**config.mk**
```make
export PLATFORM = sky130hd
export DESIGN_NAME = rect_fill_engine_flat
export DESIGN_NICKNAME = d
export VERILOG_FILES = /design/src/rtl/rect_fill_engine_if.sv /design/src/rtl/rect_fill_engine.sv /design/src/flat_wrapper.sv
export SDC_FILE = /design/constraint.sdc
export NUM_CORES = 1
export LEC_CHECK = 0
export ABC_CLOCK_PERIOD_IN_PS = 2400
export CORE_MARGIN = 4
export CORE_UTILIZATION = 50
export CTS_CLUSTER_SIZE = 30
export DETAILED_ROUTE_END_ITERATION = 10
export MAX_ROUTING_LAYER = met4
export PLACE_DENSITY = 0.86
export SLEW_MARGIN = 20
export SYNTH_ARGS = -nofsm -noshare
export SYNTH_HDL_FRONTEND = slang
export SYNTH_SLANG_ARGS = --single-unit
```
**constraint.sdc**
```tcl
create_clock -name Clock -period 2.4 [get_ports Clock]
set_clock_uncertainty 0.1 [all_clocks]
set_input_delay 0.24 -clock Clock [delete_from_list [all_inputs] [get_ports Clock]]
set_output_delay 0.24 -clock Clock [all_outputs]
set_load 0.005 [all_outputs]
```
**src/rtl/rect_fill_engine_if.sv**
```systemverilog
// rect_fill_engine_if
//
// Bundles the command inputs and the video RAM write port of rect_fill_engine.
//
// Handshake: the write port is a valid/ready pair. oWriteEnable is valid and
// iWriteReady is ready. A pixel write (oX, oY, oColor) transfers on every
// rising edge where both are 1. While valid is high and ready is low, the
// engine holds oX/oY/oColor stable and keeps valid high. Valid never drops
// until the transfer completes.
//
// Modports:
//   master - command/RAM side: drives iStart, iXi, iXf, iYi, iYf, iColor,
//            iMode, iWriteReady; observes the engine outputs
//   slave  - the engine: consumes the command and drives oWriteEnable, oX,
//            oY, oColor, oBusy, oDone, oError
interface rect_fill_engine_if #(
  parameter int X_WIDTH     = 8,
  parameter int Y_WIDTH     = 8,
  parameter int COLOR_WIDTH = 3
);
  logic                   iStart;
  logic [X_WIDTH-1:0]     iXi;
  logic [X_WIDTH-1:0]     iXf;
  logic [Y_WIDTH-1:0]     iYi;
  logic [Y_WIDTH-1:0]     iYf;
  logic [COLOR_WIDTH-1:0] iColor;
  logic                   iMode;
  logic                   iWriteReady;
  logic                   oWriteEnable;
  logic [X_WIDTH-1:0]     oX;
  logic [Y_WIDTH-1:0]     oY;
  logic [COLOR_WIDTH-1:0] oColor;
  logic                   oBusy;
  logic                   oDone;
  logic                   oError;

  modport master (
    output iStart, iXi, iXf, iYi, iYf, iColor, iMode, iWriteReady,
    input  oWriteEnable, oX, oY, oColor, oBusy, oDone, oError
  );

  modport slave (
    input  iStart, iXi, iXf, iYi, iYf, iColor, iMode, iWriteReady,
    output oWriteEnable, oX, oY, oColor, oBusy, oDone, oError
  );
endinterface

```
**src/rtl/rect_fill_engine.sv**
```systemverilog
// rect_fill_engine
//
// Hardware rectangle draw for the VGA video RAM path. A start command latches
// the corner coordinates, colour and mode (0 = solid fill, 1 = outline). The
// engine then streams one pixel write per accepted cycle in raster order and
// pulses oDone when the last pixel is accepted. Empty rectangles finish at once
// with oError set.
//
// Optional feature: define RECT_FILL_CLIP_EN to clamp x coordinates to X_MAX
// and y coordinates to Y_MAX before the empty check. Without this feature, the
// caller keeps coordinates on screen.
//
// Ports:
//   Clock     - system clock, rising edge
//   Reset     - asynchronous, active-low; aborts any rectangle and clears outputs
//   bus       - rect_fill_engine_if.slave (command inputs, RAM write port,
//               status oBusy/oDone/oError)
//   dbg_state - current FSM state (0 IDLE, 1 DRAW, 2 DONE)
module rect_fill_engine #(
  parameter int X_WIDTH     = 8,
  parameter int Y_WIDTH     = 8,
  parameter int COLOR_WIDTH = 3,
  parameter int X_MAX       = 79,
  parameter int Y_MAX       = 59
) (
  input  logic                Clock,
  input  logic                Reset,
  rect_fill_engine_if.slave   bus,
  output logic [1:0]          dbg_state
);

  typedef enum logic [1:0] {
    S_IDLE = 2'd0,
    S_DRAW = 2'd1,
    S_DONE = 2'd2
  } state_t;

  // The screen limits must be representable in the coordinate width.
  if (X_MAX >= (2 ** X_WIDTH) || Y_MAX >= (2 ** Y_WIDTH)) begin : g_max_range_check
    $error("rect_fill_engine: X_MAX/Y_MAX do not fit the coordinate width");
  end

`ifdef RECT_FILL_CLIP_EN
  localparam logic [X_WIDTH-1:0] X_LIM = X_WIDTH'(X_MAX);
  localparam logic [Y_WIDTH-1:0] Y_LIM = Y_WIDTH'(Y_MAX);
`endif

  state_t             state;
  logic [X_WIDTH-1:0] xi_q;
  logic [X_WIDTH-1:0] xf_q;
  logic [Y_WIDTH-1:0] yi_q;
  logic [Y_WIDTH-1:0] yf_q;
  logic               mode_q;

  logic [X_WIDTH-1:0] start_xi;
  logic [X_WIDTH-1:0] start_xf;
  logic [Y_WIDTH-1:0] start_yi;
  logic [Y_WIDTH-1:0] start_yf;
  logic               start_empty;
  logic               edge_row;
  logic               row_end;
  logic               last_pix;
  logic [X_WIDTH-1:0] next_x;

  assign dbg_state = state;

  always_comb begin
    start_xi = bus.iXi;
    start_xf = bus.iXf;
    start_yi = bus.iYi;
    start_yf = bus.iYf;
`ifdef RECT_FILL_CLIP_EN
    if (bus.iXi > X_LIM) start_xi = X_LIM;
    if (bus.iXf > X_LIM) start_xf = X_LIM;
    if (bus.iYi > Y_LIM) start_yi = Y_LIM;
    if (bus.iYf > Y_LIM) start_yf = Y_LIM;
`endif
    start_empty = (start_xi > start_xf) || (start_yi > start_yf);

    // x never passes xf, so ">=" marks the last column of the row. Because
    // next_x is only used below xf, x+1 cannot wrap even when xf is at the
    // top of the coordinate range.
    edge_row = (bus.oY == yi_q) || (bus.oY == yf_q);
    row_end  = (bus.oX >= xf_q);
    last_pix = row_end && (bus.oY == yf_q);

    // Outline interior rows only visit xi and xf. Below xf, x is xi, so the
    // next pixel jumps straight to xf.
    if (mode_q && !edge_row) next_x = xf_q;
    else                     next_x = bus.oX + 1'b1;
  end

  always_ff @(posedge Clock or negedge Reset) begin
    if (!Reset) begin
      state            <= S_IDLE;
      xi_q             <= '0;
      xf_q             <= '0;
      yi_q             <= '0;
      yf_q             <= '0;
      mode_q           <= 1'b0;
      bus.oWriteEnable <= 1'b0;
      bus.oX           <= '0;
      bus.oY           <= '0;
      bus.oColor       <= '0;
      bus.oBusy        <= 1'b0;
      bus.oDone        <= 1'b0;
      bus.oError       <= 1'b0;
    end else begin
      case (state)
        S_IDLE: begin
          if (bus.iStart) begin
            xi_q       <= start_xi;
            xf_q       <= start_xf;
            yi_q       <= start_yi;
            yf_q       <= start_yf;
            mode_q     <= bus.iMode;
            bus.oColor <= bus.iColor;
            bus.oX     <= start_xi;
            bus.oY     <= start_yi;
            bus.oBusy  <= 1'b1;
            bus.oError <= start_empty;
            if (start_empty) begin
              bus.oDone <= 1'b1;
              state     <= S_DONE;
            end else begin
              bus.oWriteEnable <= 1'b1;
              state            <= S_DRAW;
            end
          end
        end

        S_DRAW: begin
          // oWriteEnable is 1 throughout DRAW, so ready alone means accepted.
          if (bus.iWriteReady) begin
            if (last_pix) begin
              bus.oWriteEnable <= 1'b0;
              bus.oDone        <= 1'b1;
              state            <= S_DONE;
            end else if (row_end) begin
              bus.oX <= xi_q;
              bus.oY <= bus.oY + 1'b1;
            end else begin
              bus.oX <= next_x;
            end
          end
        end

        S_DONE: begin
          bus.oDone <= 1'b0;
          bus.oBusy <= 1'b0;
          state     <= S_IDLE;
        end

        default: state <= S_IDLE;
      endcase
    end
  end

endmodule
```
**src/flat_wrapper.sv**
```systemverilog
// flat-port wrapper written by rule: the top's interface ports become plain ports
module rect_fill_engine_flat 
#(
  parameter int X_WIDTH     = 8,
  parameter int Y_WIDTH     = 8,
  parameter int COLOR_WIDTH = 3,
  parameter int X_MAX       = 79,
  parameter int Y_MAX       = 59
)
  (Clock, Reset, dbg_state, bus_iStart, bus_iXi, bus_iXf, bus_iYi, bus_iYf, bus_iColor, bus_iMode, bus_iWriteReady, bus_oWriteEnable, bus_oX, bus_oY, bus_oColor, bus_oBusy, bus_oDone, bus_oError);
  rect_fill_engine_if #(.X_WIDTH(X_WIDTH), .Y_WIDTH(Y_WIDTH), .COLOR_WIDTH(COLOR_WIDTH)) bus_i ();
  input  logic Clock;
  input  logic Reset;
  output logic [1:0] dbg_state;
  input wire logic [$bits(bus_i.iStart)-1:0] bus_iStart;
  input wire logic [$bits(bus_i.iXi)-1:0] bus_iXi;
  input wire logic [$bits(bus_i.iXf)-1:0] bus_iXf;
  input wire logic [$bits(bus_i.iYi)-1:0] bus_iYi;
  input wire logic [$bits(bus_i.iYf)-1:0] bus_iYf;
  input wire logic [$bits(bus_i.iColor)-1:0] bus_iColor;
  input wire logic [$bits(bus_i.iMode)-1:0] bus_iMode;
  input wire logic [$bits(bus_i.iWriteReady)-1:0] bus_iWriteReady;
  output wire logic [$bits(bus_i.oWriteEnable)-1:0] bus_oWriteEnable;
  output wire logic [$bits(bus_i.oX)-1:0] bus_oX;
  output wire logic [$bits(bus_i.oY)-1:0] bus_oY;
  output wire logic [$bits(bus_i.oColor)-1:0] bus_oColor;
  output wire logic [$bits(bus_i.oBusy)-1:0] bus_oBusy;
  output wire logic [$bits(bus_i.oDone)-1:0] bus_oDone;
  output wire logic [$bits(bus_i.oError)-1:0] bus_oError;
  assign bus_i.iStart = bus_iStart;
  assign bus_i.iXi = bus_iXi;
  assign bus_i.iXf = bus_iXf;
  assign bus_i.iYi = bus_iYi;
  assign bus_i.iYf = bus_iYf;
  assign bus_i.iColor = bus_iColor;
  assign bus_i.iMode = bus_iMode;
  assign bus_i.iWriteReady = bus_iWriteReady;
  assign bus_oWriteEnable = bus_i.oWriteEnable;
  assign bus_oX = bus_i.oX;
  assign bus_oY = bus_i.oY;
  assign bus_oColor = bus_i.oColor;
  assign bus_oBusy = bus_i.oBusy;
  assign bus_oDone = bus_i.oDone;
  assign bus_oError = bus_i.oError;
  rect_fill_engine #(.X_WIDTH(X_WIDTH), .Y_WIDTH(Y_WIDTH), .COLOR_WIDTH(COLOR_WIDTH), .X_MAX(X_MAX), .Y_MAX(Y_MAX)) u_core (.Clock(Clock), .Reset(Reset), .bus(bus_i), .dbg_state(dbg_state));
endmodule
```
Word level (Yosys, flattened, before mapping)
Index checks and enable logic that the tools add are counted.
{"block": "word_totals", "regBits": 58, "inputBits": 40, "out_inout_bits": 25, "elab_cells": 73}
{"block": "classes", "add_sub_neg": 2, "magnitude_cmp": 3, "n_eq_ne": 11, "muxes": 28, "reduce_logical": 16}
{"operator": "$mux W8", "count": 9}
{"operator": "$pmux W8 S2", "count": 2}
{"operator": "$add A8 B1 Y8 const B", "count": 2}
{"operator": "$eq A8 B8 Y1", "count": 2}
{"operator": "$gt A8 B8 Y1", "count": 2}
{"operator": "$reduce_and A5 Y1", "count": 3}
{"operator": "$mux W1", "count": 9}
{"operator": "$ge A8 B8 Y1", "count": 1}
{"operator": "$mux W2", "count": 4}
{"operator": "$ne A2 B2 Y1 const B", "count": 4}
{"operator": "$ne A2 B1 Y1 const B", "count": 3}
{"operator": "$pmux W1 S2", "count": 2}
{"operator": "$pmux W2 S2", "count": 1}
{"operator": "$reduce_and A2 Y1", "count": 2}
{"operator": "$reduce_and A4 Y1", "count": 1}
{"operator": "$reduce_bool A2 Y1", "count": 2}
{"operator": "$pmux W1 S3", "count": 1}
{"operator": "$reduce_and A3 Y1", "count": 1}
{"operator": "$reduce_bool A3 Y1", "count": 1}
{"operator": "$eq A2 B1 Y1 const B", "count": 1}
{"operator": "$eq A2 B2 Y1 const B", "count": 1}
{"operator": "$logic_and A1 B1 Y1", "count": 2}
{"operator": "$logic_not A2 Y1", "count": 1}
{"operator": "$logic_or A1 B1 Y1", "count": 2}
{"operator": "$logic_not A1 Y1", "count": 1}

Depth between registers and ports, before layout
Gate-level depths: netlist of the first run.
{"block": "logic_depth", "ltp_word": 9, "depth_mapped": 9, "ltp_nobuf": 8}

Least setup slack after synthesis of the first run
No wires, ideal clock.
{"block": "synth_path", "kind": "reg-to-reg", "startpoint": "reg u_core.bus.oX[2]", "endpoint": "reg u_core.bus.oDone", "setup_time_ns": 0.130, "arrival_time_ns": 2.012, "required_time_ns": 2.170, "path_slack_ns": 0.157, "path_stages_with_launch": 9, "n_path_buf": 1, "period_less_slack_ns": 2.243, "cell_sequence": "dfrtp_1 > ha_1 > a211o_1 > a31oi_1 > o311a_1 > buf_2 > nor2_1 > a311oi_1 > a211oi_1"}
{"block": "synth_between", "elab_chain_len": 4}
{"element": "start: declaration", "line": "rect_fill_engine_if.sv:44", "text": "output oWriteEnable, oX, oY, oColor, oBusy, oDone, oError"}
{"element": "start signal: assignment", "line": "rect_fill_engine.sv:118", "text": "bus.oX <= start_xi;"}
{"element": "start signal: assignment", "line": "rect_fill_engine.sv:140", "text": "bus.oX <= xi_q;"}
{"element": "start signal: assignment", "line": "rect_fill_engine.sv:143", "text": "bus.oX <= next_x;"}
{"element": "$ge A8 B8 Y1", "line": "rect_fill_engine.sv:84", "text": "row_end = (bus.oX >= xf_q);"}
{"element": "$logic_and A1 B1 Y1", "line": "rect_fill_engine.sv:85", "text": "last_pix = row_end && (bus.oY == yf_q);"}
{"element": "$ne A2 B1 Y1 (no source line)"}
{"element": "$reduce_and A5 Y1 (no source line)"}
{"element": "end signal: assignment", "line": "rect_fill_engine.sv:106", "text": "bus.oDone <= 1'b0;"}
{"element": "end signal: assignment", "line": "rect_fill_engine.sv:123", "text": "bus.oDone <= 1'b1;"}
{"element": "end signal: assignment", "line": "rect_fill_engine.sv:137", "text": "bus.oDone <= 1'b1;"}
{"element": "end: declaration", "line": "rect_fill_engine_if.sv:44"}
No other way between the ends.
A chain may end at the register's enable or synchronous reset.

Worst setup path in the final report of the first run
{"block": "layout_path", "startpoint": "reg u_core.xf_q[0]", "endpoint": "reg u_core.bus.oY[7]"}
{"block": "layout_between", "elab_chain_len": 4, "word_cells_on_any_way": 5, "cone_classes": "order compare: 1; eq/ne: 2; reduce/logical: 2"}
{"element": "start: declaration", "line": "rect_fill_engine.sv:50", "text": "logic [X_WIDTH-1:0] xf_q;"}
{"element": "start signal: assignment", "line": "rect_fill_engine.sv:113", "text": "xf_q <= start_xf;"}
{"element": "$ge A8 B8 Y1 (*)", "line": "rect_fill_engine.sv:84"}
{"element": "$logic_and A1 B1 Y1", "line": "rect_fill_engine.sv:85"}
{"element": "$ne A2 B2 Y1 (no source line)"}
{"element": "$reduce_and A5 Y1 (no source line) (*)"}
{"element": "end signal: assignment", "line": "rect_fill_engine.sv:119", "text": "bus.oY <= start_yi;"}
{"element": "end signal: assignment", "line": "rect_fill_engine.sv:141", "text": "bus.oY <= bus.oY + 1'b1;"}
{"element": "end: declaration", "line": "rect_fill_engine_if.sv:44"}
Mark *: on every way between the ends. The rest lies on a longest branch, timed or not.

==> results of run 1 <==
==> power breakdown <==
part / switching, mW / leakage, nW / internal, mW
registers: 0.420 / 0.695 / 1.45
logic: 1.70 / 1.29 / 1.53
clock network: 0.379 / 0.0903 / 0.446
==> worst register-to-register path, delay by kind of cell, from the launching register on <==
family / cells / cell delay [ps]
adder cells (fa/ha/maj): 1 / 280
flip-flops: 1 / 410
AND/OR/NAND/NOR: 1 / 120
AO/OA/AOI/OAI: 5 / 1270
==> cell type report <==
type,count,share of cell area [%]
tap,96,2.65
clock buffer,12,3.64
timing repair buffer,85,17.6
inverter,30,2.48
multi-input combinational,292,41.3
sequential,58,32.0
clock inverter,2,0.276
==> state kept, by name, summed over array words and instances, names as in the netlist <==
register and count:
u_core.bus.oBusy 1, u_core.bus.oWriteEnable 1, u_core.bus.oX 8, u_core.bus.oError 1
u_core.bus.oColor 3, u_core.xf_q 8, u_core.yf_q 8, u_core.bus.oY 8
u_core.xi_q 8, u_core.mode_q 1, u_core.yi_q 8, u_core.bus.oDone 1
u_core.dbg_state 2
==> per-layer routing <==
metal,GRT usage [%],vias to the layer above,wire (microns)
met3,5.17,27,667
met2,37.2,159,4530
met5,-,-,0
met4,7.79,0,238
met1,30.4,1532,4010
li1,-,1535,-
==> cell families (layout without fill, tap and decap cells) <==
kind of cell / after synthesis / after routing
buffers and inverters: 51 / 129
muxes: 2 / 2
DFF: 58 / 58
xor gates and xnor gates: 21 / 21
and+or+nand+nor: 146 / 146
AOI/OAI and AO/OA: 97 / 97
adders and majority gates: 26 / 26
==> metrics by stage <==
step                      instances  setup WS [ps]  setup TNS, ps
after CTS                       575           25.8              0
after detailed placement        560           53.3              0
after global routing            575          -42.8           -172
final                           575           92.9              0
after global placement          560            127              0
after floorplan                 401            157              0
==> worst paths after layout <==
check | startpoint | cells after the start | end
worst max-delay path | u_core.xf_q[0] | 7 | u_core.bus.oY[7]
max in group asynchronous | Reset | 3 | u_core.yf_q[6]
worst min-delay path | bus_iColor[0] | 3 | u_core.bus.oColor[0]
worst min register to register | u_core.xi_q[3] | 2 | u_core.xi_q[3]
min in group asynchronous | Reset | 3 | u_core.bus.oX[6]
worst max register to register | u_core.xf_q[0] | 7 | u_core.bus.oY[7]
==> timing repair <==
| action | 4_1_cts | 5_1_grt |
|---|---|---|
| endpoints found under the hold margin | 58 | 0 |
| hold buffers | 1 | 0 |
| gates resized for setup | 0 | 6 |
| setup endpoints to repair | 0 | 13 |
==> layout by cell type, fill, tap and decap left out, types with 2 or more instances in the layout <==
cell type / instances
buf_4: 19
nand3_1: 8
nand2b_1: 7
and3_1: 8
nor2_1: 8
xor2_1: 11
nand4_1: 6
clkbuf_8: 12
a41oi_1: 3
nor4_1: 5
clkdlybuf4s50_1: 63
o211ai_1: 5
a211o_1: 2
a311oi_1: 3
o22ai_1: 6
xnor2_1: 10
o221a_2: 2
a21oi_1: 21
a31oi_1: 5
o21ai_1: 3
o21ai_0: 31
inv_1: 30
nor3_1: 7
or3_1: 2
nor2b_1: 4
dfrtp_1: 58
a21boi_0: 2
ha_1: 26
and2_1: 2
nand2_1: 83
==> run summary, run 1 <==
Status -> completed
Final setup fails -> 0
Number of synthesized flops with an enable pin -> 0
Post-Synth Simple-Gate Area -> 19.1%
Final estimated routing congestion in global placement -> 0.925
Multi-input gate area -> 0.00187 sq mm
Tcrit/Tclk final -> 96.1%
CTS clk-pin slew, worst paths -> 60 ps
Starting DRT DRC Count -> 417
Tmin final -> 2310 ps
Remaining antenna violation count -> 0
First-pass GRT wire length -> 15.4 mm
Chip width -> 91.6 microns
Share of layout cells above drive strength 1 -> 10.6%
Worst Setup Start Kind -> flop
Critical-path cell list -> ha_1 > nand2b_1 > a31oi_2 > o311a_4 > o21ai_4 > a21oi_1 > a311oi_1
Critical path peak fanout -> 9
Final design utilization -> 66.8%
Port Buffer Count -> 64
WHS -> 326 ps
Synth Cell Area -> 0.00350 sq mm
# fillers -> 510
Root Driver -> clkbuf_8
Initial antenna violation count -> 0
H-Tree Depth -> 3
Largest cells by area after synthesis -> dfrtp_1, ha_1, nand2_1
Mux cell area share after synthesis -> 0.608%
Adder-cell share of the synthesized area -> 9.30%
Fin area -> 0.00454 sq mm
Cells after Synth -> 401
CP required -> 2520 ps
Wirelength per Cell -> 16.4 microns
CP bufs+invs -> 0
Core Area -> 0.00679 sq mm
Via Count -> 3253
Die ar. -> 0.00840 sq mm
Slowest-stage cell, CP -> o311a_4
Total gr overflow -> 0
Slew headroom -> 51.4%
Count of state elements after synthesis -> 58
Insertion delay to the later sink of the worst-skew pair -> 340 ps
Avg Vias per Cell -> 5.66
Reg area -> 0.00145 sq mm
R2R Setup Slk -> 90 ps
Share of the synthesized area in the top cell type -> 41.5%
Synth area leader -> dfrtp_1
Total power -> 5.93 mW
Syn_nets -> 467
Syn. warnings -> 0
Worst vdd ir -> 0.621 mV
Synth Area in Compound Gates -> 18.0%
FMAX -> 0.433 GHz
Post-CTS setup buffers -> 0
Netlist cell types -> 50
Element type at the critical path end -> flop
Area of placed instances -> 0.00430 sq mm
I/O Pins -> 65
Synth-to-layout area growth -> 29.6%
Most numerous cell in the Yosys netlist -> nand2_1
Post-Synth XOR/XNOR Area -> 5.26%
Placement Rows -> 30
Async SR Flop Fraction -> 100%
CP Class -> flop to flop
Total GRT Usage -> 23.6%
Hpwl dp -> 6.79 mm
Final Max Tran Viols -> 0
Sequential fraction of the synthesis area -> 41.5%
Maxcap violations -> 0
Clk sinks -> 58
Vias in the first global route -> 3153
Pwr dens -> 1310 mW/mm^2
Die height -> 91.6 microns
Clk buf depth -> 2
Worst path max stage delay -> 440 ps
Worst min-delay path category -> input port to flop
Syn Area/Cell -> 8.72 sq um
Total Wirelength -> 9.44 mm
Largest net degree at the start of global routing -> 59
Leak -> 2.08 nW
DRC Markers -> 0
CTS tree -> built
Starting Density -> 51.5%
Antenna diodes -> 0
CP top delay family -> compound AO/OA/AOI/OAI gates
Nets -> 542
Largest family of logic cells by synthesized area -> simple AND/OR/NAND/NOR gates
CP arrival -> 2430 ps
Drt pass-1 iters -> 5
Synth cell count leaders -> nand2_1, dfrtp_1, o21ai_0, inv_1, ha_1
Measured slew at the worst slew-check pin -> 729 ps
Num CTS Buffers -> 9
Ys flop type -> dfrtp_1
Final hold viol count -> 0
No activity file was read; power rests on OpenSTA's default activity.
==> run 2: changes to the inputs <==
--- a/config.mk
+++ b/config.mk
@@ -6,7 +6,6 @@
 export NUM_CORES = 1
 export LEC_CHECK = 0
 export ABC_CLOCK_PERIOD_IN_PS = 2400
-export CORE_MARGIN = 4
 export CORE_UTILIZATION = 50
 export CTS_CLUSTER_SIZE = 30
 export DETAILED_ROUTE_END_ITERATION = 10
==> run 2 against run 1 <==
Net effect: wire length is 5.8% higher; global-route usage is 5.8 points higher; register-to-register slack worse by 20 ps; worst hold slack better by 6.1 ps; setup slack worse by 22 ps; clock power is 57% higher; combinational power hardly changed; flip-flop and latch count stayed put; die area is 13% lower; core utilization is 1.7 points higher; via count is 5.5% higher; first-iteration DRC count is 7.2% lower; critical path type unchanged; largest cell class unchanged.
==> run summary, run 2 (synthesis results as in run 1) <==
Status -> completed
Wirelength per Cell -> 17.1 microns (+4.3%)
Nets -> 548 (+1.1%)
Tmin final -> 2330 ps (+21.7 ps)
Initial antenna violation count -> 0 (unchanged)
Worst vdd ir -> 0.588 mV (-5.2%)
Synth-to-layout area growth -> 32.9%
Post-CTS setup buffers -> 0 (unchanged)
WHS -> 333 ps (+6.11 ps)
Hpwl dp -> 6.99 mm (+3.0%)
Measured slew at the worst slew-check pin -> 684 ps (-45.4 ps)
Die height -> 85.6 microns (-6.5%)
Port Buffer Count -> 64 (unchanged)
CP arrival -> 2480 ps (+50 ps)
Total GRT Usage -> 29.4% (+5.8 points)
RSZ-0062 raised after global routing -> yes
Worst min-delay path category -> input port to flop
Antenna diodes -> 0 (unchanged)
First-pass GRT wire length -> 16.2 mm (+5.4%)
Drt pass-1 iters -> 7 (+2)
Total gr overflow -> 0 (unchanged)
Final hold viol count -> 0 (unchanged)
CTS tree -> built
Worst Setup Start Kind -> flop
Maxcap violations -> 0 (unchanged)
Chip width -> 85.6 microns (-6.5%)
Setup TNS -> 0 ps (unchanged)
Starting DRT DRC Count -> 387 (-7.2%)
Avg Vias per Cell -> 5.89 (+4.0%)
# fillers -> 500 (-2.0%)
Most common cell after layout, fill and taps aside -> nand2_1
CP required -> 2550 ps (+30 ps)
Slew headroom -> 54.4% (+3.0 points)
Leak -> 2.15 nW (+3.4%)
Insertion delay to the later sink of the worst-skew pair -> 340 ps (about the same)
Critical path peak fanout -> 9 (unchanged)
Die ar. -> 0.00734 sq mm (-13%)
FMAX -> 0.429 GHz (-0.93%)
Final Max Tran Viols -> 0 (unchanged)
H-Tree Depth -> 3 (unchanged)
CP Class -> flop to flop
Most frequent cells in the layout -> nand2_1, clkdlybuf4s50_1, dfrtp_1
Pwr dens -> 1380 mW/mm^2 (+5.5%)
Element type at the critical path end -> flop
I/O Pins -> 65 (unchanged)
Total Wirelength -> 9.99 mm (+5.8%)
Starting Density -> 51.5% (unchanged)
Placement Rows -> 30 (unchanged)
Vias in the first global route -> 3401 (+7.9%)
Root Driver -> clkbuf_8
Tcrit/Tclk final -> 97.0% (+0.90 points)
Final estimated routing congestion in global placement -> 0.884 (-4.4%)
Via Count -> 3431 (+5.5%)
Clk buf depth -> 2 (unchanged)
Final setup fails -> 0 (unchanged)
Final design utilization -> 68.4% (+1.7 points)
Share of layout cells above drive strength 1 -> 11.7% (+1.1 points)
CTS clk-pin slew, worst paths -> 70 ps (about the same)
DRC Markers -> 0 (unchanged)
Core Area -> 0.00679 sq mm (unchanged)
Largest net degree at the start of global routing -> 33 (-44%)
Remaining antenna violation count -> 0 (unchanged)
Num CTS Buffers -> 9 (unchanged)
Clk sinks -> 58 (unchanged)
-- run 2: changes by cell type in the layout (fill, tap and decap cells not counted), sizes merged --
cell	previous run	this run
buf	21	27
clkinv	1	0
clkinvlp	1	0
bufinv	0	4
-- run 2: per-stage QoR --
| stage | setup WS, ps | power (mW) | instances | instance area, sq um |
|---|---|---|---|---|
| 2_1_floorplan | 157 | 3.69 | 401 | 3500 |
| 3_3_place_gp | 133 | 4.82 | 566 | 4350 |
| 3_5_place_dp | 67.0 | 4.96 | 566 | 4350 |
| 4_1_cts | 75.4 | 6.32 | 583 | 4640 |
| 5_1_grt | -57.3 | 6.78 | 583 | 4650 |
| 6_report | 71.2 | 6.41 | 583 | 4650 |
-- run 2: path summary, 6_finish.rpt --
| path | start | to | slack (ps) | cells after the start |
|---|---|---|---|---|
| setup reg to reg | u_core.bus.oX[2] | u_core.bus.oY[4] | 70 | 7 |
| hold / removal | bus_iColor[0] | u_core.bus.oColor[0] | 330 | 3 |
| min in group asynchronous | Reset | u_core.xi_q[7] | 380 | 2 |
| max in group asynchronous | Reset | u_core.xi_q[3] | 1130 | 3 |
| hold reg to reg | u_core.xi_q[6] | u_core.xi_q[6] | 370 | 2 |
| setup / recovery | u_core.bus.oX[2] | u_core.bus.oY[4] | 70 | 7 |
-- run 2: critical path, cell delays in order (launching register included) --
cell     delay [ps]
dfrtp_1         390
ha_1            330
a211o_1         310
a31oi_2         190
o311a_1         330
o21ai_2         180
and3_1          230
o21ai_0         170
-- run 2: routing by layer --
metal	GRT usage, %	vias to the layer above	share of wire [%]
met1	35.7	1628	40
met3	4.52	43	7.8
li1	-	1551	-
met5	-	-	0
met2	47.9	209	49
met4	14.8	0	3.3
-- run 2: layout make-up --
| cell class | instances | area (sq um) | area share, % |
|---|---|---|---|
| Clock buffer | 12 | 165 | 3.55 |
| Clock inverter | 4 | 120 | 2.58 |
| Inverter | 30 | 113 | 2.42 |
| Multi-Input combinational cell | 292 | 1840 | 39.6 |
| Sequential cell | 58 | 1450 | 31.2 |
| Tap cell | 96 | 120 | 2.58 |
| Timing Repair Buffer | 91 | 841 | 18.1 |
-- run 2: what timing repair did --
action	4_1_cts	5_1_grt
resized for setup	0	1
hold buffers	1	0
hold endpoints to repair	26	0
setup endpoints to repair	0	6
-- run 2: where the power goes --
part           switching (mW)  internal [mW]
logic                    1.71           1.53
clock network           0.413          0.881
registers               0.421           1.45
total                    2.55           3.86
==> run 3: changes to the inputs <==
--- a/config.mk
+++ b/config.mk
@@ -5,12 +5,13 @@
 export SDC_FILE = /design/constraint.sdc
 export NUM_CORES = 1
 export LEC_CHECK = 0
+export ABC_AREA = 1
 export ABC_CLOCK_PERIOD_IN_PS = 2400
 export CORE_UTILIZATION = 50
 export CTS_CLUSTER_SIZE = 30
 export DETAILED_ROUTE_END_ITERATION = 10
 export MAX_ROUTING_LAYER = met4
-export PLACE_DENSITY = 0.86
+export PLACE_DENSITY = 0.85
 export SLEW_MARGIN = 20
 export SYNTH_ARGS = -nofsm -noshare
 export SYNTH_HDL_FRONTEND = slang
==> run 3 against run 2 <==
Net effect: global-route usage fell by 2.2 points; non-clock buffer count fell by 15; cell area rose by 2.0%; synthesized cell count rose by 20%; clock-buffer cell count fell by 1; die area rose by 6.0%; largest power group unchanged.
==> run summary, run 3 <==
Chip width -> 88.2 microns (+3.0%)
First-pass GRT wire length -> 15.5 mm (-4.5%)
Post-Route M1 WL -> 4.08 mm (+1.9%)
Critical path peak fanout -> 16 (+7)
Largest cells by area after synthesis -> dfrtp_1, nand2_1, ha_1
R2R Setup Slk -> 270 ps (+200 ps)
Share of the synthesized area in the top cell type -> 39.1% (-2.4 points)
I/O Pins -> 65 (unchanged)
CP arrival -> 2300 ps (-180 ps)
Avg Vias per Cell -> 5.23 (-11%)
Most frequent cells in the layout -> nand2_1, inv_1, clkdlybuf4s50_1
Mux cell area share after synthesis -> 2.66% (+2.1 points)
Largest family of logic cells by synthesized area -> simple AND/OR/NAND/NOR gates
Count of state elements after synthesis -> 58 (unchanged)
CTS clk-pin slew, worst paths -> 70 ps (about the same)
Worst min-delay path category -> input port to asynchronous set/reset pin
Post-Synth Simple-Gate Area -> 23.9% (+4.7 points)
Netlist cell types -> 32 (-36%)
Tmin final -> 2130 ps (-197 ps)
Initial antenna violation count -> 0 (unchanged)
Most common cell after layout, fill and taps aside -> nand2_1
Via Count -> 3433 (+0.058%)
Antenna diodes -> 0 (unchanged)
Port Buffer Count -> 64 (unchanged)
Wirelength per Cell -> 14.2 microns (-17%)
FMAX -> 0.469 GHz (+9.2%)
Core Area -> 0.00721 sq mm (+6.2%)
Hold buffers post-CTS -> 1 (unchanged)
DR top layer -> met4
CP required -> 2570 ps (+20 ps)
Syn. warnings -> 0 (unchanged)
Starting DRT DRC Count -> 295 (-24%)
Clk buf depth -> 2 (unchanged)
Clk network pwr share -> 17.3% (-2.9 points)
Synth Area in Compound Gates -> 10.9% (-7.1 points)
Synth cell count leaders -> nand2_1, inv_1, dfrtp_1, nor2_1, o21ai_0
Final Max Tran Viols -> 0 (unchanged)
H-Tree Depth -> 3 (unchanged)
Num CTS Buffers -> 9 (unchanged)
Syn Area/Cell -> 7.71 sq um (-12%)
CTS tree -> built
Logic pwr share -> 52.6% (+2.0 points)
Remaining antenna violation count -> 0 (unchanged)
Largest net degree at the start of global routing -> 30 (-9.1%)
Switching Power -> 2.83 mW (+11%)
Placement Rows -> 31 (+3.3%)
R2R Path Start -> u_core.bus.oX[0]
Measured slew at the worst slew-check pin -> 557 ps (-127 ps)
Final estimated routing congestion in global placement -> 0.925 (+4.6%)
Sw frac -> 42.5% (+2.7 points)
Total gr overflow -> 0 (unchanged)
Cell Int Power -> 3.83 mW (-0.85%)
Nets -> 618 (+13%)
Status -> completed
Placed Cells -> 639 (+13%)
Maxcap violations -> 0 (unchanged)
Post-CTS setup buffers -> 0 (unchanged)
Syn_nets -> 548 (+17%)
Seq pwr share -> 30.2% (+1.0 points)
Hpwl dp -> 6.88 mm (-1.6%)
Starting Density -> 51.5% (about the same)
Insertion delay to the later sink of the worst-skew pair -> 340 ps (about the same)
Worst setup path start -> u_core.bus.oX[0]
Synth area leader -> dfrtp_1
Worst Setup Start Kind -> flop
Final setup fails -> 0 (unchanged)
Share of layout cells above drive strength 1 -> 10.4% (-1.3 points)
Leak -> 2.37 nW (+10%)
Resized cells post-CTS -> 0 (unchanged)
Cells after Synth -> 482 (+20%)
Non-Filler Instances -> 656 (+13%)
Most numerous cell in the Yosys netlist -> nand2_1
Slew headroom -> 62.7% (+8.3 points)
Final hold viol count -> 0 (unchanged)
Setup TNS -> 0 ps (unchanged)
Clk sinks -> 58 (unchanged)
Ys flop type -> dfrtp_1
Element type at the critical path end -> flop
Synth Cell Area -> 0.00371 sq mm (+6.2%)
Async SR Flop Fraction -> 100% (unchanged)
Total Wirelength -> 9.31 mm (-6.8%)
Adder-cell share of the synthesized area -> 8.76% (-0.54 points)
Synth-to-layout area growth -> 27.7%
Drt pass-1 iters -> 5 (-2)
DRC Markers -> 0 (unchanged)
CP Class -> flop to flop
Number of synthesized flops with an enable pin -> 0 (unchanged)
Pwr dens -> 1400 mW/mm^2 (+1.8%)
Sequential fraction of the synthesis area -> 39.1% (-2.4 points)
Routed wl met3 -> 611 microns (-21%)
Metal2 WL -> 4.40 mm (-9.9%)
Die height -> 88.2 microns (+3.0%)
Vias in the first global route -> 3276 (-3.7%)
Tcrit/Tclk final -> 88.8% (-8.2 points)
Worst vdd ir -> 0.776 mV (+32%)
Root Driver -> clkbuf_8
Total GRT Usage -> 27.2% (-2.2 points)
RSZ-0062 raised after global routing -> no
Die ar. -> 0.00778 sq mm (+6.0%)
Post-Synth XOR/XNOR Area -> 5.19% (-0.071 points)
[run 3: cell type report]
class,instances,area [sq um]
tap,99,124
inverter,70,265
multi-input combinational,337,1910
fill,599,2470
clock buffer,11,151
timing repair buffer,76,741
clock inverter,5,100
sequential,58,1450
[run 3: final timing paths]
kind | endpoint | depth (start not counted)
min in group Clock | u_core.yf_q[6] | 3
max in group asynchronous | u_core.xf_q[5] | 3
max | u_core.bus.oY[3] | 13
max reg2reg | u_core.bus.oY[3] | 13
min | u_core.xf_q[0] | 2
min reg2reg | u_core.xf_q[1] | 2
[run 3: routing by layer]
| layer | up-vias | global-route usage (%) |
|---|---|---|
| met5 | - | - |
| met4 | 0 | 12.5 |
| met3 | 23 | 4.34 |
| met2 | 147 | 40.9 |
| met1 | 1586 | 36.0 |
| li1 | 1677 | - |
[run 3: critical path: stages (launching register included)]
cell	delay, ps
dfrtp_1	370
inv_1	50
ha_1	290
o21ai_0	190
nand2_1	70
nand2_1	60
nand2_1	60
nand2_1	60
nand2_1	80
inv_1	220
nand2_1	180
nand2_8	180
nand2_1	90
o21ai_2	70
[run 3: metrics by stage]
stage	instance area (sq um)	total power, mW	setup WS, ps	hold slack [ps]	utilization, %
after CTS	4740	6.64	296	289	65.7
after detailed placement	4480	5.44	239	122	62.1
after floorplan	3710	4.24	427	-156	-
after global placement	4480	5.28	328	106	62.1
after global routing	4740	7.20	128	317	65.7
final	4740	6.66	268	304	65.7
[run 3: kinds of logic after synthesis]
family / count (synthesis)
AOI/OAI and AO/OA: 72
xor gates and xnor gates: 22
adders and majority gates: 26
buffers and inverters: 87
DFF: 58
muxes: 9
and+or+nand+nor: 208
[run 3: power by group through the flow]
stage          combinational [mW]  sequential, mW  clock [mW]
2_1_floorplan                2.40            1.84           0
3_3_place_gp                 3.31            1.97           0
3_5_place_dp                 3.44            2.00           0
4_1_cts                      3.48            1.99        1.16
5_1_grt                      3.94            2.06        1.21
6_report                     3.50            2.01        1.15
